File: config.mk
export PLATFORM = sky130hd
export DESIGN_NAME = decode_queue_flat
export DESIGN_NICKNAME = d
export VERILOG_FILES = /design/src/rtl/decode_queue_if.sv /design/src/rtl/decode_queue.sv /design/src/flat_wrapper.sv
export SDC_FILE = /design/constraint.sdc
export NUM_CORES = 1
export LEC_CHECK = 0
export ABC_AREA = 1
export ABC_CLOCK_PERIOD_IN_PS = 16400
export CAP_MARGIN = 20
export CORE_UTILIZATION = 61
export DETAILED_ROUTE_END_ITERATION = 8
export MAX_ROUTING_LAYER = met4
export PLACE_DENSITY = 0.9
export SLEW_MARGIN = 10
export SYNTH_ARGS = -nofsm -noshare
export SYNTH_HDL_FRONTEND = slang
export SYNTH_SLANG_ARGS = --single-unit
File: constraint.sdc
create_clock -name clk -period 16.4 [get_ports clk]
set_clock_uncertainty 0.1 [all_clocks]
set_input_delay 3.28 -clock clk [delete_from_list [all_inputs] [get_ports clk]]
set_output_delay 3.28 -clock clk [all_outputs]
set_load 0.01 [all_outputs]
File: src/rtl/decode_queue_if.sv
// Decoded-instruction types shared by the decode queue and its consumers,
// plus the fetch/execute-facing bus of the queue.
package decode_queue_pkg;
  typedef enum logic [3:0] {
    ALU_OP_NONE, ALU_OP_PLUS, ALU_OP_MINUS, ALU_OP_AND, ALU_OP_OR, ALU_OP_XOR,
    ALU_OP_NOR, ALU_OP_SLT, ALU_OP_SLTU, ALU_OP_SLL, ALU_OP_SRL, ALU_OP_SRA, ALU_OP_LUI
  } alu_op_t;
  typedef enum logic       {SRC_A_RS, SRC_A_RT} src_a_t;
  typedef enum logic [2:0] {SRC_B_ZERO, SRC_B_RT, SRC_B_IMM_SX, SRC_B_IMM_ZX, SRC_B_SA, SRC_B_RS} src_b_t;
  typedef enum logic [1:0] {REG_DST_NONE, REG_DST_RD, REG_DST_RT, REG_DST_RA} reg_dst_t;
  typedef enum logic [2:0] {VAL_NONE, VAL_ALU, VAL_MEM, VAL_PC8, VAL_HI, VAL_LO} val_t;
  typedef enum logic [3:0] {
    BR_NONE, BR_EQ, BR_NE, BR_LEZ, BR_GTZ, BR_LTZ, BR_GEZ, BR_J, BR_JR
  } branch_t;
  typedef enum logic [3:0] {
    MEM_NONE, MEM_LB, MEM_LBU, MEM_LH, MEM_LHU, MEM_LW, MEM_SB, MEM_SH, MEM_SW
  } mem_t;
  typedef enum logic [2:0] {
    HILO_NONE, HILO_MULT, HILO_MULTU, HILO_DIV, HILO_DIVU, HILO_MTHI, HILO_MTLO
  } hilo_t;

  typedef struct packed {
    alu_op_t  alu_op;
    src_a_t   alu_src_a;
    src_b_t   alu_src_b;
    reg_dst_t reg_dst;
    logic     reg_write_en;
    val_t     val;
    branch_t  branch;
    mem_t     mem;
    hilo_t    hilo;
  } control_t;

  localparam control_t CTRL_NOP = '0;

  typedef struct packed {
    logic [31:0] instr;
    logic [31:0] pc;
    control_t    ctrl;
    logic        ds;
    logic        ri;
    logic        sys;
    logic        brk;
    logic [1:0]  cp0;
    logic        ov;
  } entry_t;
endpackage

interface decode_queue_if #(parameter int DEPTH = 4);
  logic                      in_valid, in_ready;
  logic [31:0]               in_instr, in_pc;
  logic                      flush;
  logic                      out_valid, out_ready;
  logic [31:0]               out_instr, out_pc;
  decode_queue_pkg::control_t out_control;
  logic                      out_delay_slot, out_exc_ri, out_exc_syscall, out_exc_break;
  logic [1:0]                out_cp0;
  logic                      out_ov_check;
  logic [$clog2(DEPTH):0]    count;

  modport master (
    output in_valid, in_instr, in_pc, flush, out_ready,
    input  in_ready, out_valid, out_instr, out_pc, out_control, out_delay_slot,
           out_exc_ri, out_exc_syscall, out_exc_break, out_cp0, out_ov_check, count
  );
  modport slave (
    input  in_valid, in_instr, in_pc, flush, out_ready,
    output in_ready, out_valid, out_instr, out_pc, out_control, out_delay_slot,
           out_exc_ri, out_exc_syscall, out_exc_break, out_cp0, out_ov_check, count
  );
endinterface

File: src/rtl/decode_queue.sv
// MIPS decode stage: decodes on enqueue, buffers DEPTH entries in order,
// tags delay slots and exception classes for execute.
module decode_queue
  import decode_queue_pkg::*;
#(
  parameter int DEPTH  = 4,
  parameter bit EXC_EN = 1'b1
) (
  input logic           clk,
  input logic           reset,
  decode_queue_if.slave q
);
  localparam int          AW   = $clog2(DEPTH);
  localparam logic [AW:0] FULL = DEPTH[AW:0];

  entry_t        mem_q [DEPTH];
  logic [AW-1:0] head, tail;
  logic [AW:0]   cnt;
  logic          last_br;
  logic          enq, deq;

  logic [5:0] op, fn;
  logic [4:0] rs, rt;
  assign op = q.in_instr[31:26];
  assign rs = q.in_instr[25:21];
  assign rt = q.in_instr[20:16];
  assign fn = q.in_instr[5:0];

  control_t   c;
  logic       ri, sys, brk, ov, link, ld, st;
  logic [1:0] cp0;
  always_comb begin
    c = CTRL_NOP;
    {ri, sys, brk, ov, link, ld, st} = '0;
    cp0 = 2'b00;
    case (op)
      6'h00: begin
        c.reg_dst = REG_DST_RD; c.reg_write_en = 1'b1; c.val = VAL_ALU; c.alu_src_b = SRC_B_RT;
        case (fn)
          6'h00: begin c.alu_op = ALU_OP_SLL; c.alu_src_a = SRC_A_RT; c.alu_src_b = SRC_B_SA; end
          6'h02: begin c.alu_op = ALU_OP_SRL; c.alu_src_a = SRC_A_RT; c.alu_src_b = SRC_B_SA; end
          6'h03: begin c.alu_op = ALU_OP_SRA; c.alu_src_a = SRC_A_RT; c.alu_src_b = SRC_B_SA; end
          6'h04: begin c.alu_op = ALU_OP_SLL; c.alu_src_a = SRC_A_RT; c.alu_src_b = SRC_B_RS; end
          6'h06: begin c.alu_op = ALU_OP_SRL; c.alu_src_a = SRC_A_RT; c.alu_src_b = SRC_B_RS; end
          6'h07: begin c.alu_op = ALU_OP_SRA; c.alu_src_a = SRC_A_RT; c.alu_src_b = SRC_B_RS; end
          6'h08: begin c = CTRL_NOP; c.branch = BR_JR; end
          6'h09: begin c.alu_src_b = SRC_B_ZERO; c.branch = BR_JR; c.val = VAL_PC8; end
          6'h0C: begin c = CTRL_NOP; sys = 1'b1; end
          6'h0D: begin c = CTRL_NOP; brk = 1'b1; end
          6'h10: begin c.alu_src_b = SRC_B_ZERO; c.val = VAL_HI; end
          6'h12: begin c.alu_src_b = SRC_B_ZERO; c.val = VAL_LO; end
          6'h11: begin c = CTRL_NOP; c.hilo = HILO_MTHI; end
          6'h13: begin c = CTRL_NOP; c.hilo = HILO_MTLO; end
          6'h18: begin c = CTRL_NOP; c.alu_src_b = SRC_B_RT; c.hilo = HILO_MULT;  end
          6'h19: begin c = CTRL_NOP; c.alu_src_b = SRC_B_RT; c.hilo = HILO_MULTU; end
          6'h1A: begin c = CTRL_NOP; c.alu_src_b = SRC_B_RT; c.hilo = HILO_DIV;   end
          6'h1B: begin c = CTRL_NOP; c.alu_src_b = SRC_B_RT; c.hilo = HILO_DIVU;  end
          6'h20: begin c.alu_op = ALU_OP_PLUS;  ov = 1'b1; end
          6'h21: c.alu_op = ALU_OP_PLUS;
          6'h22: begin c.alu_op = ALU_OP_MINUS; ov = 1'b1; end
          6'h23: c.alu_op = ALU_OP_MINUS;
          6'h24: c.alu_op = ALU_OP_AND;
          6'h25: c.alu_op = ALU_OP_OR;
          6'h26: c.alu_op = ALU_OP_XOR;
          6'h27: c.alu_op = ALU_OP_NOR;
          6'h2A: c.alu_op = ALU_OP_SLT;
          6'h2B: c.alu_op = ALU_OP_SLTU;
          default: begin c = CTRL_NOP; ri = 1'b1; end
        endcase
      end
      6'h01: begin
        case (rt)
          5'h00: c.branch = BR_LTZ;
          5'h01: c.branch = BR_GEZ;
          5'h10: begin c.branch = BR_LTZ; link = 1'b1; end
          5'h11: begin c.branch = BR_GEZ; link = 1'b1; end
          default: ri = 1'b1;
        endcase
      end
      6'h02: c.branch = BR_J;
      6'h03: begin c.branch = BR_J; link = 1'b1; end
      6'h04: begin c.branch = BR_EQ; c.alu_src_b = SRC_B_RT; end
      6'h05: begin c.branch = BR_NE; c.alu_src_b = SRC_B_RT; end
      6'h06: c.branch = BR_LEZ;
      6'h07: c.branch = BR_GTZ;
      6'h08, 6'h09, 6'h0A, 6'h0B, 6'h0C, 6'h0D, 6'h0E, 6'h0F: begin
        c.reg_dst = REG_DST_RT; c.reg_write_en = 1'b1; c.val = VAL_ALU; c.alu_src_b = SRC_B_IMM_SX;
        case (op[2:0])
          3'd0: begin c.alu_op = ALU_OP_PLUS; ov = 1'b1; end
          3'd1: c.alu_op = ALU_OP_PLUS;
          3'd2: c.alu_op = ALU_OP_SLT;
          3'd3: c.alu_op = ALU_OP_SLTU;
          3'd4: begin c.alu_op = ALU_OP_AND; c.alu_src_b = SRC_B_IMM_ZX; end
          3'd5: begin c.alu_op = ALU_OP_OR;  c.alu_src_b = SRC_B_IMM_ZX; end
          3'd6: begin c.alu_op = ALU_OP_XOR; c.alu_src_b = SRC_B_IMM_ZX; end
          3'd7: begin c.alu_op = ALU_OP_LUI; c.alu_src_b = SRC_B_IMM_ZX; end
        endcase
      end
      6'h10: begin
        if (q.in_instr == 32'h4200_0018) cp0 = 2'b11;
        else if (rs == 5'd0) begin
          // MFC0: writeback swaps in the CP0 value, so no datapath source here
          cp0 = 2'b01; c.reg_write_en = 1'b1; c.reg_dst = REG_DST_RT;
        end else if (rs == 5'd4) begin
          cp0 = 2'b10; c.alu_src_a = SRC_A_RT; c.alu_op = ALU_OP_OR;
        end else ri = 1'b1;
      end
      6'h20: begin ld = 1'b1; c.mem = MEM_LB;  end
      6'h21: begin ld = 1'b1; c.mem = MEM_LH;  end
      6'h23: begin ld = 1'b1; c.mem = MEM_LW;  end
      6'h24: begin ld = 1'b1; c.mem = MEM_LBU; end
      6'h25: begin ld = 1'b1; c.mem = MEM_LHU; end
      6'h28: begin st = 1'b1; c.mem = MEM_SB;  end
      6'h29: begin st = 1'b1; c.mem = MEM_SH;  end
      6'h2B: begin st = 1'b1; c.mem = MEM_SW;  end
      default: ri = 1'b1;
    endcase
    if (link) begin c.reg_dst = REG_DST_RA; c.reg_write_en = 1'b1; c.val = VAL_PC8; end
    if (ld || st) begin c.alu_op = ALU_OP_PLUS; c.alu_src_b = SRC_B_IMM_SX; end
    if (ld) begin c.reg_dst = REG_DST_RT; c.reg_write_en = 1'b1; c.val = VAL_MEM; end
    if (q.in_instr == 32'h0) c = CTRL_NOP;
    if (!EXC_EN && (ri || sys || brk || ov || cp0 != 2'b00)) begin
      c = CTRL_NOP;
      {ri, sys, brk, ov} = '0;
      cp0 = 2'b00;
    end
  end

  entry_t dec;
  always_comb begin
    dec       = '0;
    dec.instr = q.in_instr;
    dec.pc    = q.in_pc;
    dec.ctrl  = c;
    dec.ds    = last_br;
    dec.ri    = ri;
    dec.sys   = sys;
    dec.brk   = brk;
    dec.cp0   = cp0;
    dec.ov    = ov;
  end

  assign q.in_ready  = (cnt != FULL);
  assign q.out_valid = (cnt != '0);
  assign q.count     = cnt;
  assign enq = q.in_valid && q.in_ready && !q.flush;
  assign deq = q.out_valid && q.out_ready && !q.flush;

  always_ff @(posedge clk) begin
    if (reset || q.flush) begin
      head    <= '0;
      tail    <= '0;
      cnt     <= '0;
      last_br <= 1'b0;
    end else begin
      if (enq) begin
        tail    <= tail + 1'b1;
        last_br <= (c.branch != BR_NONE);
      end
      if (deq) head <= head + 1'b1;
      case ({enq, deq})
        2'b10:   cnt <= cnt + 1'b1;
        2'b01:   cnt <= cnt - 1'b1;
        default: ;
      endcase
    end
  end

  always_ff @(posedge clk) begin
    if (enq && !reset) mem_q[tail] <= dec;
  end

  // Empty queue presents an all-zero entry, which is also the nop bundle.
  entry_t hd;
  assign hd = q.out_valid ? mem_q[head] : '0;

  assign q.out_instr       = hd.instr;
  assign q.out_pc          = hd.pc;
  assign q.out_control     = hd.ctrl;
  assign q.out_delay_slot  = hd.ds;
  assign q.out_exc_ri      = hd.ri;
  assign q.out_exc_syscall = hd.sys;
  assign q.out_exc_break   = hd.brk;
  assign q.out_cp0         = hd.cp0;
  assign q.out_ov_check    = hd.ov;
endmodule

File: src/flat_wrapper.sv
// flat-port wrapper written by rule: the top's interface ports become plain ports
module decode_queue_flat import decode_queue_pkg::*;
#(
  parameter int DEPTH  = 4,
  parameter bit EXC_EN = 1'b1
)
  (clk, reset, q_in_valid, q_in_instr, q_in_pc, q_flush, q_out_ready, q_in_ready, q_out_valid, q_out_instr, q_out_pc, q_out_control, q_out_delay_slot, q_out_exc_ri, q_out_exc_syscall, q_out_exc_break, q_out_cp0, q_out_ov_check, q_count);
  decode_queue_if #(.DEPTH(DEPTH)) q_i ();
  input logic clk;
  input logic reset;
  input wire logic [$bits(q_i.in_valid)-1:0] q_in_valid;
  input wire logic [$bits(q_i.in_instr)-1:0] q_in_instr;
  input wire logic [$bits(q_i.in_pc)-1:0] q_in_pc;
  input wire logic [$bits(q_i.flush)-1:0] q_flush;
  input wire logic [$bits(q_i.out_ready)-1:0] q_out_ready;
  output wire logic [$bits(q_i.in_ready)-1:0] q_in_ready;
  output wire logic [$bits(q_i.out_valid)-1:0] q_out_valid;
  output wire logic [$bits(q_i.out_instr)-1:0] q_out_instr;
  output wire logic [$bits(q_i.out_pc)-1:0] q_out_pc;
  output wire logic [$bits(q_i.out_control)-1:0] q_out_control;
  output wire logic [$bits(q_i.out_delay_slot)-1:0] q_out_delay_slot;
  output wire logic [$bits(q_i.out_exc_ri)-1:0] q_out_exc_ri;
  output wire logic [$bits(q_i.out_exc_syscall)-1:0] q_out_exc_syscall;
  output wire logic [$bits(q_i.out_exc_break)-1:0] q_out_exc_break;
  output wire logic [$bits(q_i.out_cp0)-1:0] q_out_cp0;
  output wire logic [$bits(q_i.out_ov_check)-1:0] q_out_ov_check;
  output wire logic [$bits(q_i.count)-1:0] q_count;
  assign q_i.in_valid = q_in_valid;
  assign q_i.in_instr = q_in_instr;
  assign q_i.in_pc = q_in_pc;
  assign q_i.flush = q_flush;
  assign q_i.out_ready = q_out_ready;
  assign q_in_ready = q_i.in_ready;
  assign q_out_valid = q_i.out_valid;
  assign q_out_instr = q_i.out_instr;
  assign q_out_pc = q_i.out_pc;
  assign q_out_control = q_i.out_control;
  assign q_out_delay_slot = q_i.out_delay_slot;
  assign q_out_exc_ri = q_i.out_exc_ri;
  assign q_out_exc_syscall = q_i.out_exc_syscall;
  assign q_out_exc_break = q_i.out_exc_break;
  assign q_out_cp0 = q_i.out_cp0;
  assign q_out_ov_check = q_i.out_ov_check;
  assign q_count = q_i.count;
  decode_queue #(.DEPTH(DEPTH), .EXC_EN(EXC_EN)) u_core (.clk(clk), .reset(reset), .q(q_i));
endmodule
# Word level (Yosys, flattened, before mapping)
# Memories as Yosys holds them, arrays and structs flattened. A register that Yosys moved wholly into a read port is not among the register bits.
# Cells that the tools add are included.
totals:
  mem_count: 1
  out_inout_bits: 101
  word_cells: 174
  in_bits: 69
  regBits: 8
  ram_bits: 384
mem_list:
  columns: ["memory", "depth", "width", "rd", "rd_clocked_by_memory_dff", "write_ports", "line", "source"]
  rows:
  - ["u_core.mem_q", 4, 96, 1, 1, 1, "decode_queue.sv:16", "entry_t mem_q [DEPTH];"]
classes:
  n_addsub: 4
  muxes: 55
  eq_ne: 66
  reduce_logical: 44
op_table:
  columns: ["op", "n"]
  rows:
  - ["6-bit equality test, second input constant", 18]
  - ["96-bit two-way mux", 1]
  - ["6-bit by 4-bit equality test with 1-bit output, second input constant", 12]
  - ["4-bit case mux with 7 select lines", 2]
  - ["6-bit by 5-bit equality test with 1-bit output, second input constant", 9]
  - ["4-bit case mux with 11 select lines", 1]
  - ["6-bit by 3-bit equality test with 1-bit output, second input constant", 7]
  - ["4-bit case mux with 9 select lines", 1]
  - ["32-bit by 31-bit equality test with 1-bit output, second input constant", 1]
  - ["32-bit zero test", 1]
  - ["28-bit OR reduction", 1]
  - ["3-bit case mux with 3 select lines", 3]
  - ["2-bit OR reduction", 13]
  - ["25-bit two-way mux", 1]
  - ["6-bit by 2-bit equality test with 1-bit output, second input constant", 4]
  - ["22-bit OR reduction", 1]
  - ["19-bit OR reduction", 1]
  - ["1-bit two-way mux", 18]
  - ["3-bit case mux with 2 select lines", 3]
  - ["3-bit case mux with 6 select lines", 1]
  - ["16-bit OR reduction", 1]
  - ["2-bit two-way mux", 7]
  - ["14-bit OR reduction", 1]
  - ["3-bit equality test, second input constant", 4]
  - ["34 further kinds", 57]

# Depth between registers and ports, before layout
depth:
  word_depth: 8
  depth_mapped: 12
  ltp_nobuf: 12

# Least setup slack after synthesis
# Ideal clock, no wire load.
synth_timing:
  kind: "input port to flip-flop"
  startpoint: "input port q_flush"
  endpoint: "memory u_core.mem_q[0][0] (netlist bit) (enable)"
  required_ns: 15.748
  stages: 3
  slack_ns: 7.991
  setup_ns: 0.552
  path_buffers: 0
  arrival_ns: 7.757
  path_cell_list: "nor2_1 -> nand3_1 -> nor2_1"
synth_via:
  elab_chain_len: 5
synth_lines:
  columns: ["item", "line", "source"]
  rows:
  - ["start: declaration", "flat_wrapper.sv:14", "input wire logic [$bits(q_i.flush)-1:0] q_flush;"]
  - ["1-bit zero test", "decode_queue.sv:146", "assign enq = q.in_valid && q.in_ready && !q.flush;"]
  - ["1-bit logical AND", "decode_queue.sv:146", null]
  - ["1-bit logical AND", "decode_queue.sv:170", "if (enq && !reset) mem_q[tail] <= dec;"]
  - ["1-bit two-way mux", "decode_queue.sv:170", null]
  - ["1-bit two-way mux (implied by the code)", "decode_queue.sv:170", null]
  - ["end: declaration", "decode_queue.sv:16", null]
# No other way between the ends.

==> metrics.md <==
| Metric | Value |
|---|---|
| Worst skew pair latency | 0.53 ns |
| Post-synth cell types | 40 |
| Cell Rows | 59 |
| Largest family of logic cells by synthesized area | simple AND/OR/NAND/NOR gates |
| Compound-Gate Fraction of Synth Area | 0.1056 |
| I/O Pins | 170 |
| Power Internal | 1620 uW |
| Leading area contributor after synthesis | edfxtp_1 |
| Pin count of the biggest net entering global routing | 129 |
| Failing checks | DRC |
| CP delay by family, top | buffers and inverters |
| TNS Setup | 0 ns |
| Routed Antenna Nets | 0 |
| PnR Total Power | 2050 uW |
| Maximum capacitance violations | 0 |
| Xor/xnor cell area share of the yosys netlist | 0 |
| DRC | 15 |
| Crit-path cells | inv_4 -> buf_4 -> buf_16 -> o21ai_0 -> a21oi_1 -> clkdlybuf4s50_1 |
| Clock tree buffer depth | 3 |
| Pwr dens | 105.0 nW/um2 |
| Ys async rst share | 0 |
| DIE HEIGHT | 166.1 um |
| Routed len/inst | 20.56 um |
| WP data arrival | 3.48 ns |
| Logic pwr share | 0.055 |
| Largest stage delay on the critical path | 0.62 ns |
| Root buffer cell | clkbuf_16 |
| Syn Nets | 1502 |
| Launching element type of the critical path | flip-flop |
| Clock power share | 0.400 |
| Yosys reg bits | 394 |
| Share of cells above drive strength 1 | 0.06938 |
| Final core occ | 0.7450 |
| Gpl congestion | 0.8924 |
| Inserted Clock Buffers | 39 |
| Syn Area/Cell | 11.52 um2 |
| Vias in the first global route | 11520 |
| Share of Yosys cell area claimed by the top area cell type | 0.7017 |
| Starting density of the core | 0.6270 |
| Die width | 166.1 um |
| HPWL after detailed placement | 23.59 mm |
| Synth Area in Adders | 0.005026 |
| H-tree depth | 2 |
| Global route overflow | 0 |
| Hold Path Class | flip-flop to flip-flop |
| Synthesis Warnings | 0 |
| Peak Freq | 145.7 MHz |
| # hold bufs at CTS | 0 |
| CTS clock-pin slew for the worst setup and hold paths | 0.06 ns |
| Post_cts resized | 0 |
| Pins Over Slew Limit | 0 |
| Iter 0 DRT Violations | 1736 |
| Critical path required time | 13.02 ns |
| Net switching fraction of the power | 0.2098 |
| Static Leak | 0.006696 uW |
| WS Path Type | flip-flop to output pin |
| Top cells by area, synth | edfxtp_1 (70%), nor2_1 (9.7%), o21ai_0 (6.1%), a21oi_1 (3.4%), dfxtp_1 (1.2%) |
| CTS sink cnt | 394 |
| Total track usage | 0.2987 |
| Part of the power in registers | 0.544 |
| Antenna cells | 0 |
| Sequential-to-total area share from yosys stat | 0.7139 |
| Layout Nets | 1649 |
| Count of input and output buffers | 169 |
| Final Hold Viols | 0 |
| Post-synth EDFFs | 384 |
| Core area | 26210 um2 |
| Slew headroom | 0.2473 |
| Final setup viols | 0 |
| Crit path max fanout | 107 |
| CP endpoint kind | output pin |
| Vias/cell | 6.088 |
| Initial antenna violation count | 0 |
| TritonCTS clock tree | done |
| Min cycle time layout | 6.862 ns |
| Main synth FF type | edfxtp_1 |
| CP max-delay cell | clkdlybuf4s50_1 |
| Die area | 27600 um2 |
| Unrepaired setup endpoints after global routing | false |
| Post-Synthesis Cells | 1427 |
| Filler instances | 1576 |
| First-pass GRT wire length | 61.80 mm |
| Mapped Area | 16430 um2 |
| Area growth, synth to finish | 18.81% |
| Worst-Margin Slew | 1.129 ns |
| Peak supply drop | 0.08899 mV |
| Status | finished, violations left |
| CP Buf/Inv Count | 4 |
| Via Count | 11780 |
| Drt first pass iters | 8 |
| Post-synthesis mux area share | 0 |
| Wirelength, routed | 39.79 mm |
| Net load switching power | 430.2 uW |
| Simple-gate share of the synthesized area | 0.1424 |
| Setup repair bufs after CTS | 0 |
| Crit share post-route | 0.4184 |
-- cell usage after synthesis, drive strengths merged (4+ instances only) --
cell	count
nor2	438
edfxtp	384
o21ai	213
a21oi	113
nand2	56
inv	53
buf	44
nand3	41
clkbuf	32
nor3	11
dfxtp	10
nand4	7
ha	5
or2	4
-- power by group through the flow --
stage          Sequential (uW)  Clock, uW  Combinational, uW
3_5_place_dp              1140          0                111
5_1_grt                   1120        866                122
2_1_floorplan             1140          0               48.2
3_3_place_gp              1140          0                109
4_1_cts                   1120        828                112
6_report                  1120        821                114
-- per-layer routing --
metal,wire [um],track usage
met1,15370,0.3999
met2,19520,0.4788
met3,3831,0.03956
met4,1077,0.09915
met5,0,-
-- cells by family after synthesis --
kind of cell	Yosys count
buffers and inverters	129
and+or+nand+nor	561
AOI/OAI and AO/OA	337
DFF	394
adders and majority gates	6
-- worst min-delay path, delay by kind of cell (launching register included) --
kind | cells | cell delay (ns)
AOI/OAI and AO/OA | 1 | 0.08
buffers and inverters | 1 | 0.07
DFF | 1 | 0.30
-- per-stage QoR --
step	hold WS, ns	cells	cell area [um2]	setup slack (ns)
2_1_floorplan	0.3418	1427	16430	7.991
3_3_place_gp	0.3535	1867	18340	9.618
3_5_place_dp	0.3558	1867	18340	9.559
4_1_cts	0.3857	1934	19490	9.221
5_1_grt	0.4189	1935	19520	9.407
6_report	0.3945	1935	19520	9.538
-- placed cells by master, fill, tap and decap left out, types with 2 or more instances in the layout --
cell	n
edfxtp_1	384
inv_6	3
nand4_1	7
nor3_1	8
a211oi_1	3
nor2_2	6
nor2_4	10
clkbuf_8	2
buf_4	12
nand2_2	2
o211ai_1	2
nand3_2	4
nand3_1	37
ha_1	5
dfxtp_1	8
or2_1	4
a21oi_1	113
clkdlybuf4s50_1	169
o21ai_1	10
clkbuf_1	10
inv_1	41
nor3_2	2
o21ai_0	201
inv_2	10
clkinv_1	4
dfxtp_4	2
nor4_1	2
nand2_1	53
clkbuf_16	39
clkinv_2	7
nor2_1	421
-- layout make-up --
cell class                      count  area, um2  share of cell area
Clock buffer                       51       1041             0.05332
Inverter                           53      202.7             0.01038
Sequential cell                   394      11740              0.6013
Multi-Input combinational cell    904       4194              0.2148
Tap cell                          335      419.2             0.02147
Timing Repair Buffer              182       1809             0.09267
Clock inverter                     16      117.6            0.006024
-- state kept, by name (all words and copies together), names as in the netlist, named ones only --
name	count
u_core.q.count	3
u_core.mem_q	384
u_core.tail	2
u_core.last_br	1
u_core.head	2
-- path summary, 6_finish.rpt --
path,slack (ns),start,depth (start not counted),to
hold reg to reg,0.39,u_core.head[1],2,flip-flop
setup / recovery,9.54,flip-flop,6,q_out_delay_slot
hold / removal,0.39,u_core.head[1],2,flip-flop
setup reg to reg,13.04,u_core.q.count[0],5,u_core.mem_q[1][4]
Power figures use the tool's default switching activity.
